$ cat config.mk
export PLATFORM = sky130hd
export DESIGN_NAME = mdu_iterative
export DESIGN_NICKNAME = d
export VERILOG_FILES = /design/src/rtl/mdu_iterative.sv
export SDC_FILE = /design/constraint.sdc
export NUM_CORES = 1
export LEC_CHECK = 0
export ABC_AREA = 1
export BUFFER_PORTS_ARGS = -buffer_cell sky130_fd_sc_hd__buf_4
export CAP_MARGIN = 20
export CELL_PAD_IN_SITES_DETAIL_PLACEMENT = 0
export CELL_PAD_IN_SITES_GLOBAL_PLACEMENT = 2
export CORE_ASPECT_RATIO = 0.6
export CORE_UTILIZATION = 36
export CTS_CLUSTER_DIAMETER = 50
export DETAILED_ROUTE_END_ITERATION = 12
export PLACE_DENSITY_LB_ADDON = 0.15
export SYNTH_ARGS = -nofsm -noshare
export SYNTH_HDL_FRONTEND = slang
export SYNTH_SLANG_ARGS = --single-unit
export TNS_END_PERCENT = 20
$ cat constraint.sdc
create_clock -name clk -period 9.3 [get_ports clk]
set_input_delay 0.465 -clock clk [delete_from_list [all_inputs] [get_ports clk]]
set_output_delay 0.465 -clock clk [all_outputs]
set_load 0.005 [all_outputs]
$ cat src/rtl/mdu_iterative.sv
// Iterative RV32M multiply/divide unit: one shift-add or restoring-divide step per clock,
// with sign fix-up in a final cycle and a single-cycle write-back pulse.
module mdu_iterative #(
  parameter int unsigned N = 32
) (
  input  logic         clk,
  input  logic         rst,
  input  logic         start,
  input  logic [2:0]   funct3,
  input  logic [N-1:0] rs1_data,
  input  logic [N-1:0] rs2_data,
  input  logic [4:0]   rd_in,
  output logic         busy,
  output logic         done,
  output logic [N-1:0] result,
  output logic [4:0]   rd_out,
  output logic         wb_enable
);

  localparam int unsigned CW = $clog2(N) + 1;

  localparam logic [1:0] StIdle = 2'd0;
  localparam logic [1:0] StCalc = 2'd1;
  localparam logic [1:0] StFix  = 2'd2;
  localparam logic [1:0] StDone = 2'd3;

  logic [1:0]     state_q, state_d;
  logic [CW-1:0]  count_q, count_d;
  logic [2:0]     op_q, op_d;
  logic [4:0]     rd_q, rd_d;
  logic [4:0]     rd_out_q, rd_out_d;
  logic [N-1:0]   opnd_q, opnd_d;
  logic [2*N-1:0] acc_q, acc_d;
  logic           neg_qp_q, neg_qp_d;
  logic           neg_r_q, neg_r_d;
  logic [N-1:0]   result_q, result_d;

  logic           is_div, a_signed, b_signed, sign_a, sign_b;
  logic [N-1:0]   mag_a, mag_b;
  logic           div_zero, div_ovf, accept;
  logic [N:0]     mul_sum, div_shift;
  logic [N-1:0]   div_diff;
  logic           div_ge;
  logic [2*N-1:0] prod;
  logic [N-1:0]   quo, rem;

  assign is_div   = funct3[2];
  assign a_signed = is_div ? ~funct3[0] : (funct3[1:0] != 2'b11);
  assign b_signed = is_div ? ~funct3[0] : ~funct3[1];
  assign sign_a   = a_signed & rs1_data[N-1];
  assign sign_b   = b_signed & rs2_data[N-1];
  assign mag_a    = sign_a ? (~rs1_data + 1'b1) : rs1_data;
  assign mag_b    = sign_b ? (~rs2_data + 1'b1) : rs2_data;
  assign div_zero = is_div && (rs2_data == '0);
  assign div_ovf  = is_div && !funct3[0] && (rs1_data == {1'b1, {(N-1){1'b0}}}) &&
                    (rs2_data == '1);
  assign accept   = start && ((state_q == StIdle) || (state_q == StDone));

  // Multiply: acc = {partial high, remaining multiplier bits}; divide: acc = {remainder, dividend/quotient}.
  assign mul_sum   = {1'b0, acc_q[2*N-1:N]} + (acc_q[0] ? {1'b0, opnd_q} : {(N+1){1'b0}});
  assign div_shift = {acc_q[2*N-1:N], acc_q[N-1]};
  assign div_ge    = div_shift >= {1'b0, opnd_q};
  assign div_diff  = div_shift[N-1:0] - opnd_q;

  assign prod = neg_qp_q ? (~acc_q + 1'b1) : acc_q;
  assign quo  = neg_qp_q ? (~acc_q[N-1:0] + 1'b1) : acc_q[N-1:0];
  assign rem  = neg_r_q ? (~acc_q[2*N-1:N] + 1'b1) : acc_q[2*N-1:N];

  always_comb begin
    state_d  = state_q;
    count_d  = count_q;
    op_d     = op_q;
    rd_d     = rd_q;
    rd_out_d = rd_out_q;
    opnd_d   = opnd_q;
    acc_d    = acc_q;
    neg_qp_d = neg_qp_q;
    neg_r_d  = neg_r_q;
    result_d = result_q;

    case (state_q)
      StCalc: begin
        if (op_q[2]) begin
          acc_d = {(div_ge ? div_diff : div_shift[N-1:0]), acc_q[N-2:0], div_ge};
        end else begin
          acc_d = {mul_sum, acc_q[N-1:1]};
        end
        count_d = count_q + 1'b1;
        if (count_q == CW'(N - 1)) begin
          state_d = StFix;
        end
      end
      StFix: begin
        unique case (op_q)
          3'b000:                 result_d = prod[N-1:0];
          3'b001, 3'b010, 3'b011: result_d = prod[2*N-1:N];
          3'b100, 3'b101:         result_d = quo;
          default:                result_d = rem;
        endcase
        rd_out_d = rd_q;
        state_d  = StDone;
      end
      StDone: state_d = StIdle;
      default: ;
    endcase

    // Accept overrides the DONE->IDLE default so a held start runs back-to-back.
    if (accept) begin
      op_d     = funct3;
      rd_d     = rd_in;
      neg_qp_d = sign_a ^ sign_b;
      neg_r_d  = sign_a;
      count_d  = '0;
      if (div_zero || div_ovf) begin
        if (div_zero) begin
          result_d = funct3[1] ? rs1_data : '1;
        end else begin
          result_d = funct3[1] ? '0 : {1'b1, {(N-1){1'b0}}};
        end
        rd_out_d = rd_in;
        state_d  = StDone;
      end else begin
        opnd_d  = is_div ? mag_b : mag_a;
        acc_d   = {{N{1'b0}}, (is_div ? mag_a : mag_b)};
        state_d = StCalc;
      end
    end
  end

  always_ff @(posedge clk or posedge rst) begin
    if (rst) begin
      state_q  <= StIdle;
      count_q  <= '0;
      op_q     <= '0;
      rd_q     <= '0;
      rd_out_q <= '0;
      opnd_q   <= '0;
      acc_q    <= '0;
      neg_qp_q <= 1'b0;
      neg_r_q  <= 1'b0;
      result_q <= '0;
    end else begin
      state_q  <= state_d;
      count_q  <= count_d;
      op_q     <= op_d;
      rd_q     <= rd_d;
      rd_out_q <= rd_out_d;
      opnd_q   <= opnd_d;
      acc_q    <= acc_d;
      neg_qp_q <= neg_qp_d;
      neg_r_q  <= neg_r_d;
      result_q <= result_d;
    end
  end

  assign busy      = (state_q == StCalc) || (state_q == StFix);
  assign done      = (state_q == StDone);
  assign wb_enable = done;
  assign result    = result_q;
  assign rd_out    = rd_out_q;

endmodule

==> results of run 1 <==
[metal layers]
| metal | vias to the layer above | GRT usage, % | part of all wire [%] |
|---|---|---|---|
| met2 | 1375 | 45.5 | 35 |
| met1 | 10880 | 60.4 | 49 |
| met4 | 0 | 7.79 | 1.9 |
| met5 | - | 0 | 0 |
| li1 | 10568 | - | - |
| met3 | 100 | 13.2 | 14 |
[state kept, by name (all words and copies together) (netlist names)]
signal	count
state_q	2
opnd_q	32
rd_out	5
rd_q	5
acc_q	64
count_q	6
result	32
neg_qp_q	1
op_q	3
neg_r_q	1
[layout make-up]
cell class,instances,share of cell area [%]
timing repair buffer,135,5.13
sequential,151,18.5
tap,682,4.18
multi-input combinational,2527,60.9
clock inverter,15,0.896
inverter,449,8.29
clock buffer,17,2.09
[kinds of logic after synthesis]
kind of cell | share of synthesized area, %
buffers and inverters | 12.2
XOR/XNOR | 3.80
AO/OA/AOI/OAI | 18.1
AND/OR/NAND/NOR | 40.1
adder cells (fa/ha/maj) | 5.31
flip-flops | 20.5
[power by group through the flow]
| stage | logic (mW) | registers, mW | clock network [mW] |
|---|---|---|---|
| finish | 6.37 | 1.54 | 0.739 |
| detailed placement | 6.06 | 1.51 | 0 |
| CTS | 6.09 | 1.50 | 0.740 |
| floorplan | 3.90 | 1.24 | 0 |
| global placement | 6.11 | 1.49 | 0 |
| global route | 6.87 | 1.56 | 0.766 |
[per-stage QoR]
step / hold slack [ns] / utilization, %
floorplan: 0.423 / -
global route: 0.205 / 40.8
detailed placement: 0.446 / 39.5
global placement: 0.442 / 39.5
CTS: 0.195 / 40.7
finish: 0.167 / 40.8
[cells in the final DEF (no fill, tap or decap), types with 4 or more instances in the layout]
| cell type | count |
|---|---|
| nand3_2 | 8 |
| xor2_1 | 57 |
| o21ai_1 | 37 |
| nor2_4 | 4 |
| o211ai_1 | 64 |
| a21o_1 | 4 |
| ha_1 | 73 |
| or2_2 | 11 |
| inv_6 | 4 |
| xnor2_1 | 23 |
| o31ai_1 | 5 |
| o21ai_2 | 4 |
| nand2_1 | 954 |
| inv_1 | 429 |
| inv_2 | 17 |
| o21bai_1 | 7 |
| and2_1 | 4 |
| clkbuf_16 | 17 |
| nor2_2 | 18 |
| a31oi_1 | 28 |
| nor2_1 | 375 |
| nand4_1 | 44 |
| nor3_1 | 47 |
| nand3_1 | 260 |
| clkinv_8 | 6 |
| o22ai_1 | 7 |
| nand3b_1 | 17 |
| buf_4 | 132 |
| nor4_1 | 5 |
| dfrtp_1 | 149 |
| o21ai_0 | 273 |
| a21oi_1 | 178 |
| nand2_2 | 4 |
[worst max-delay path by stage]
| stage | from | end | slack, ns | depth (start not counted) |
|---|---|---|---|---|
| 3_3_place_gp | state_q[0] | opnd_q[14] | 5.22 | 9 |
| 3_5_place_dp | funct3[2] | acc_q[8] | 5.40 | 12 |
| 6_report | acc_q[0] | acc_q[61] | 5.26 | 16 |
| 2_1_floorplan | rst | acc_q[0] | 4.77 | 1 |
| 5_1_grt | acc_q[0] | acc_q[61] | 5.00 | 16 |
| 4_1_cts | acc_q[0] | acc_q[61] | 5.42 | 16 |
==> results.sh, run 1 <==
export IMPL_max_cap_violations=0
export IMPL_htree_levels=4
export IMPL_dp_slack_ns=5.40
export IMPL_intPower_mw=3.14
export IMPL_rr_endpoint="acc_q[61]"
export IMPL_cp_top_family="compound AO/OA/AOI/OAI gates"
export IMPL_slew_violations=0
export IMPL_finClkSkew_ns=0.0211
export IMPL_fp_dieW_um=294
export IMPL_die_y_um=177
export IMPL_post_drt_wl_per_cell_um=25.0
export IMPL_drc=0
export IMPL_outcome="complete, no violations"
export IMPL_die_area_sq_um=52100
export IMPL_synth_cells=3247
export IMPL_diodes=0
export IMPL_r2r_start="acc_q[0]"
export IMPL_synth_ff_type="dfrtp_1"
export IMPL_synth_top_cell_by_area="dfrtp_1"
export IMPL_core_rowCount=63
export IMPL_via_per_inst=5.77
export IMPL_cpMostUsedCell="nand2_1"
export IMPL_avgSynthCellArea_sq_um=5.68
export IMPL_cp_end_kind="register"
export IMPL_drive_above_1_share_pct=7.35
export IMPL_antenna_found_initial=0
export IMPL_path_cells="buf_4, nand2_1, inv_1, ha_1, inv_1, fa_1, inv_1, nand3_1, nand2_1, a21boi_0, o21ai_0, nand2_1, nand3_1, nand3_1, nand2_1, a21oi_1"
export IMPL_synthDominantCellAreaShare_pct=20.5
export IMPL_ys_ff_latch=151
export IMPL_vias=22923
export IMPL_clock_latency_ns=0.47
export IMPL_n_fill_cell=5676
export IMPL_syn_num_nets=3399
export IMPL_gp_congestion=1.07
export IMPL_min_period_ns=4.04
export IMPL_port_buffers=114
export IMPL_setup_ws_ns=5.26
export IMPL_hpwlAfterDp_um=80700
export IMPL_clkPwrFrac_pct=8.5
export IMPL_power_density_nw_per_um2=424
export IMPL_setup_violations=0
export IMPL_min_path_type="primary input to async pin"
export IMPL_grt_max_degree=83
export IMPL_clk_pin_slew_ns=0.09
export IMPL_ys_seq_area_share_pct=20.5
export IMPL_postRouteAntennaNets=0
export IMPL_slew_limit_headroom_pct=20.4
export IMPL_grt_pass1_vias=20282
export IMPL_grt_ovfl_total=0
export IMPL_critPathRequiredTime_ns=9.62
export IMPL_start_util_pct=36.9
export IMPL_nets=3433
export IMPL_post_cts_setup_buffers=0
export IMPL_grt_pass1_wl_um=142000
export IMPL_place_area_sq_um=19700
export IMPL_synth_distinct_cells=46
export IMPL_reg2reg_depth=16
export IMPL_crit_path_top_delay_cell="o21ai_0"
export IMPL_yosysMostFrequentCell="nand2_1"
export IMPL_cp_start_kind="register"
export IMPL_core_area_sq_um=50000
export IMPL_cts_buffers=17
export IMPL_critPathMaxFanout=30
export IMPL_ios=115
export IMPL_cts_tree="yes"
export IMPL_synth_enable_flop_cells=0
export IMPL_p_sw_share_pct=63.7
export IMPL_cp_buffers_inverters=4
export IMPL_clockBufferDepth=2
export IMPL_regArea_sq_um=3780
export IMPL_p_leak_nw=10.3
export IMPL_final_area_sq_um=20400
export IMPL_cts_root_buffer="clkbuf_16"
export IMPL_async_flop_share_pct=100
export IMPL_fin_total_pwr_mw=8.65
export IMPL_max_stage_delay_ns=0.86
export IMPL_netlist_area_sq_um=18400
export IMPL_multi_input_area_sq_um=12400
export IMPL_rsz0062_at_grt="false"
export IMPL_yosys_top_cells_count="nand2_1 (954), inv_1 (431), nor2_1 (376)"
export IMPL_wirelength_um=99400
export IMPL_yosys_top_cells_area="dfrtp_1 (21%), nand2_1 (19%), inv_1 (8.8%)"
export IMPL_dr_pass1_iters=7
export IMPL_grt_total_usage_pct=37.7
export IMPL_ys_warnings_count=0
export IMPL_clkSinkCount=151
export IMPL_power_switching_mw=5.51
export IMPL_tightest_slew_ns=1.18
export IMPL_dr_first_iter_drc_count=3406
export IMPL_worstPathArrival_ns=4.37
export IMPL_r2r_setup_slack_ns=5.26
export IMPL_layout_cells_non_filler=3976
export IMPL_tns_ns=0
export IMPL_syn_to_final_growth_pct=10.7
export IMPL_path_class="register to register"
export IMPL_period_share_pct=43.4
export IMPL_power_frac_comb_pct=73.6
export IMPL_ir_drop_mv=0.216
export IMPL_p_seq_share_pct=17.8
export IMPL_fmax_mhz=247
export IMPL_hold_buffers=0
export IMPL_cts_resized=0
export IMPL_finalHoldViolCount=0
export IMPL_dp_cells=3942
No activity file was read; power rests on OpenSTA's default activity.
==> inputs of run 2 (changes only) <==
--- a/config.mk
+++ b/config.mk
@@ -11,7 +11,7 @@
 export CELL_PAD_IN_SITES_DETAIL_PLACEMENT = 0
 export CELL_PAD_IN_SITES_GLOBAL_PLACEMENT = 2
 export CORE_ASPECT_RATIO = 0.6
-export CORE_UTILIZATION = 36
+export CORE_UTILIZATION = 33
 export CTS_CLUSTER_DIAMETER = 50
 export DETAILED_ROUTE_END_ITERATION = 12
 export PLACE_DENSITY_LB_ADDON = 0.15
==> constraint.sdc (replaced) <==
create_clock -name clk -period 3.9 [get_ports clk]
set_input_delay 0.195 -clock clk [delete_from_list [all_inputs] [get_ports clk]]
set_output_delay 0.195 -clock clk [all_outputs]
set_load 0.005 [all_outputs]
==> results.sh, run 2 (synthesis results as in run 1) <==
export IMPL_clk_pin_slew_ns=0.09
export IMPL_hold_depth=3
export IMPL_ir_drop_mv=0.355
export IMPL_min_to="result[11]"
export IMPL_finClkSkew_ns=0.0357
export IMPL_rsz0062_at_grt="false"
export IMPL_n_fill_cell=6191
export IMPL_dr_pass1_iters=6
export IMPL_drive_above_1_share_pct=8.16
export IMPL_fin_total_pwr_mw=21.0
export IMPL_final_util_pct=38.1
export IMPL_gp_congestion=1.03
export IMPL_outcome="complete, no violations"
export IMPL_layout_commonest_cell="nand2_1"
export IMPL_antenna_found_initial=4
export IMPL_critPathRequiredTime_ns=4.26
export IMPL_core_area_sq_um=54700
export IMPL_reg2reg_depth=15
export IMPL_min_period_ns=3.39
export IMPL_drc=0
export IMPL_clock_latency_ns=0.50
export IMPL_largest_reg_flops=64
export IMPL_post_drt_wl_per_cell_um=25.4
export IMPL_tightest_slew_ns=0.931
export IMPL_most_common_layout_cells="nand2_1 (954), inv_1 (429), nor2_1 (375), o21ai_0 (273), nand3_1 (260)"
export IMPL_core_rowCount=66
export IMPL_fmax_mhz=295
export IMPL_power_density_nw_per_um2=1010
export IMPL_r2r_setup_slack_ns=0.51
export IMPL_post_cts_setup_buffers=0
export IMPL_max_cap_violations=0
export IMPL_fp_dieW_um=307
export IMPL_cp_start_kind="register"
export IMPL_critPathMaxFanout=29
export IMPL_worstPathArrival_ns=3.76
export IMPL_clockBufferDepth=2
export IMPL_p_leak_nw=10.5
export IMPL_syn_to_final_growth_pct=13.0
export IMPL_cts_tree="yes"
export IMPL_htree_levels=4
export IMPL_grt_pass1_vias=20121
export IMPL_period_share_pct=87.0
export IMPL_cp_end_kind="register"
export IMPL_wirelength_um=104000
export IMPL_cts_buffers=17
export IMPL_die_y_um=185
export IMPL_tns_ns=0
export IMPL_dr_first_iter_drc_count=3376
export IMPL_slew_violations=0
export IMPL_setup_violations=0
export IMPL_hpwlAfterDp_um=85600
export IMPL_min_from="rs1_data[11]"
export IMPL_ios=115
export IMPL_slew_limit_headroom_pct=37.9
export IMPL_min_path_type="primary input to register"
export IMPL_layout_cells_non_filler=4082
export IMPL_cts_root_buffer="clkbuf_16"
export IMPL_r2r_start="acc_q[0]"
export IMPL_postRouteAntennaNets=0
export IMPL_max_flop_register="acc_q"
export IMPL_dp_cells=4040
export IMPL_via_per_inst=5.63
export IMPL_port_buffers=114
export IMPL_finalHoldViolCount=0
export IMPL_rr_endpoint="acc_q[58]"
export IMPL_clkSinkCount=151
export IMPL_grt_ovfl_total=0
export IMPL_start_util_pct=33.7
export IMPL_grt_pass1_wl_um=146000
export IMPL_vias=22985
export IMPL_cts_resized=0
export IMPL_path_class="register to register"
export IMPL_die_area_sq_um=56800
export IMPL_grt_max_degree=80
export IMPL_nets=3471
export IMPL_grt_total_usage_pct=36.0
[run 2: critical path: stages (launching register included)]
cell	delay [ns]
dfrtp_1	0.48
buf_4	0.37
nand2_1	0.08
inv_1	0.06
ha_1	0.27
a21oi_1	0.39
o21ai_0	0.19
a21oi_1	0.37
o21ai_0	0.28
buf_4	0.21
nand2_1	0.17
nand2_1	0.08
nand2_1	0.06
nand3_1	0.07
nand2_1	0.14
a21oi_1	0.07
[run 2: how the worst max path moves through the flow]
stage	from	end	slack, ns	cells after the start
2_1_floorplan	acc_q[0]	acc_q[53]	1.32	17
3_3_place_gp	acc_q[0]	acc_q[58]	0.68	15
3_5_place_dp	acc_q[0]	acc_q[58]	0.68	15
4_1_cts	acc_q[40]	acc_q[40]	0.67	15
5_1_grt	acc_q[0]	acc_q[58]	0.23	15
6_report	acc_q[0]	acc_q[58]	0.51	15
[run 2: where the power goes]
group          total, mW  leakage (nW)  switching [mW]  internal, mW
Combinational       15.4          8.33            10.9          4.47
Sequential          3.82          1.83            1.49          2.33
Clock               1.81         0.294           0.936         0.869
Total               21.0          10.5            13.3          7.68
[run 2: per-layer routing]
layer	vias to the layer above	track usage, %	wire length [um]
li1	10673	-	-
met1	10911	58.3	52200
met2	1300	42.4	35500
met3	97	12.9	14100
met4	4	7.54	1890
met5	-	0	32
[run 2: repair_timing]
action                                  4_1_cts  5_1_grt
endpoints found under the setup margin        0        0
hold buffers                                  8        0
endpoints found under the hold margin        44        0
[run 2: final cells by class]
class                      count  area, sq um  area share, %
timing repair buffer         173         1400           6.73
clock buffer                  17          425           2.04
clock inverter                15          171          0.823
tap                          748          936           4.49
multi-input combinational   2527        12400           59.6
antenna                        2         5.00         0.0240
sequential                   151         3780           18.2
inverter                     449         1690           8.11
[run 2: metrics by stage]
step / setup WS [ns] / area (sq um) / hold slack, ns
after global placement: 0.680 / 20100 / 0.406
after global routing: 0.233 / 20800 / 0.0230
after detailed placement: 0.678 / 20100 / 0.408
final: 0.507 / 20800 / 0.0323
after floorplan: 1.32 / 18400 / 0.305
after CTS: 0.673 / 20800 / 0.00258
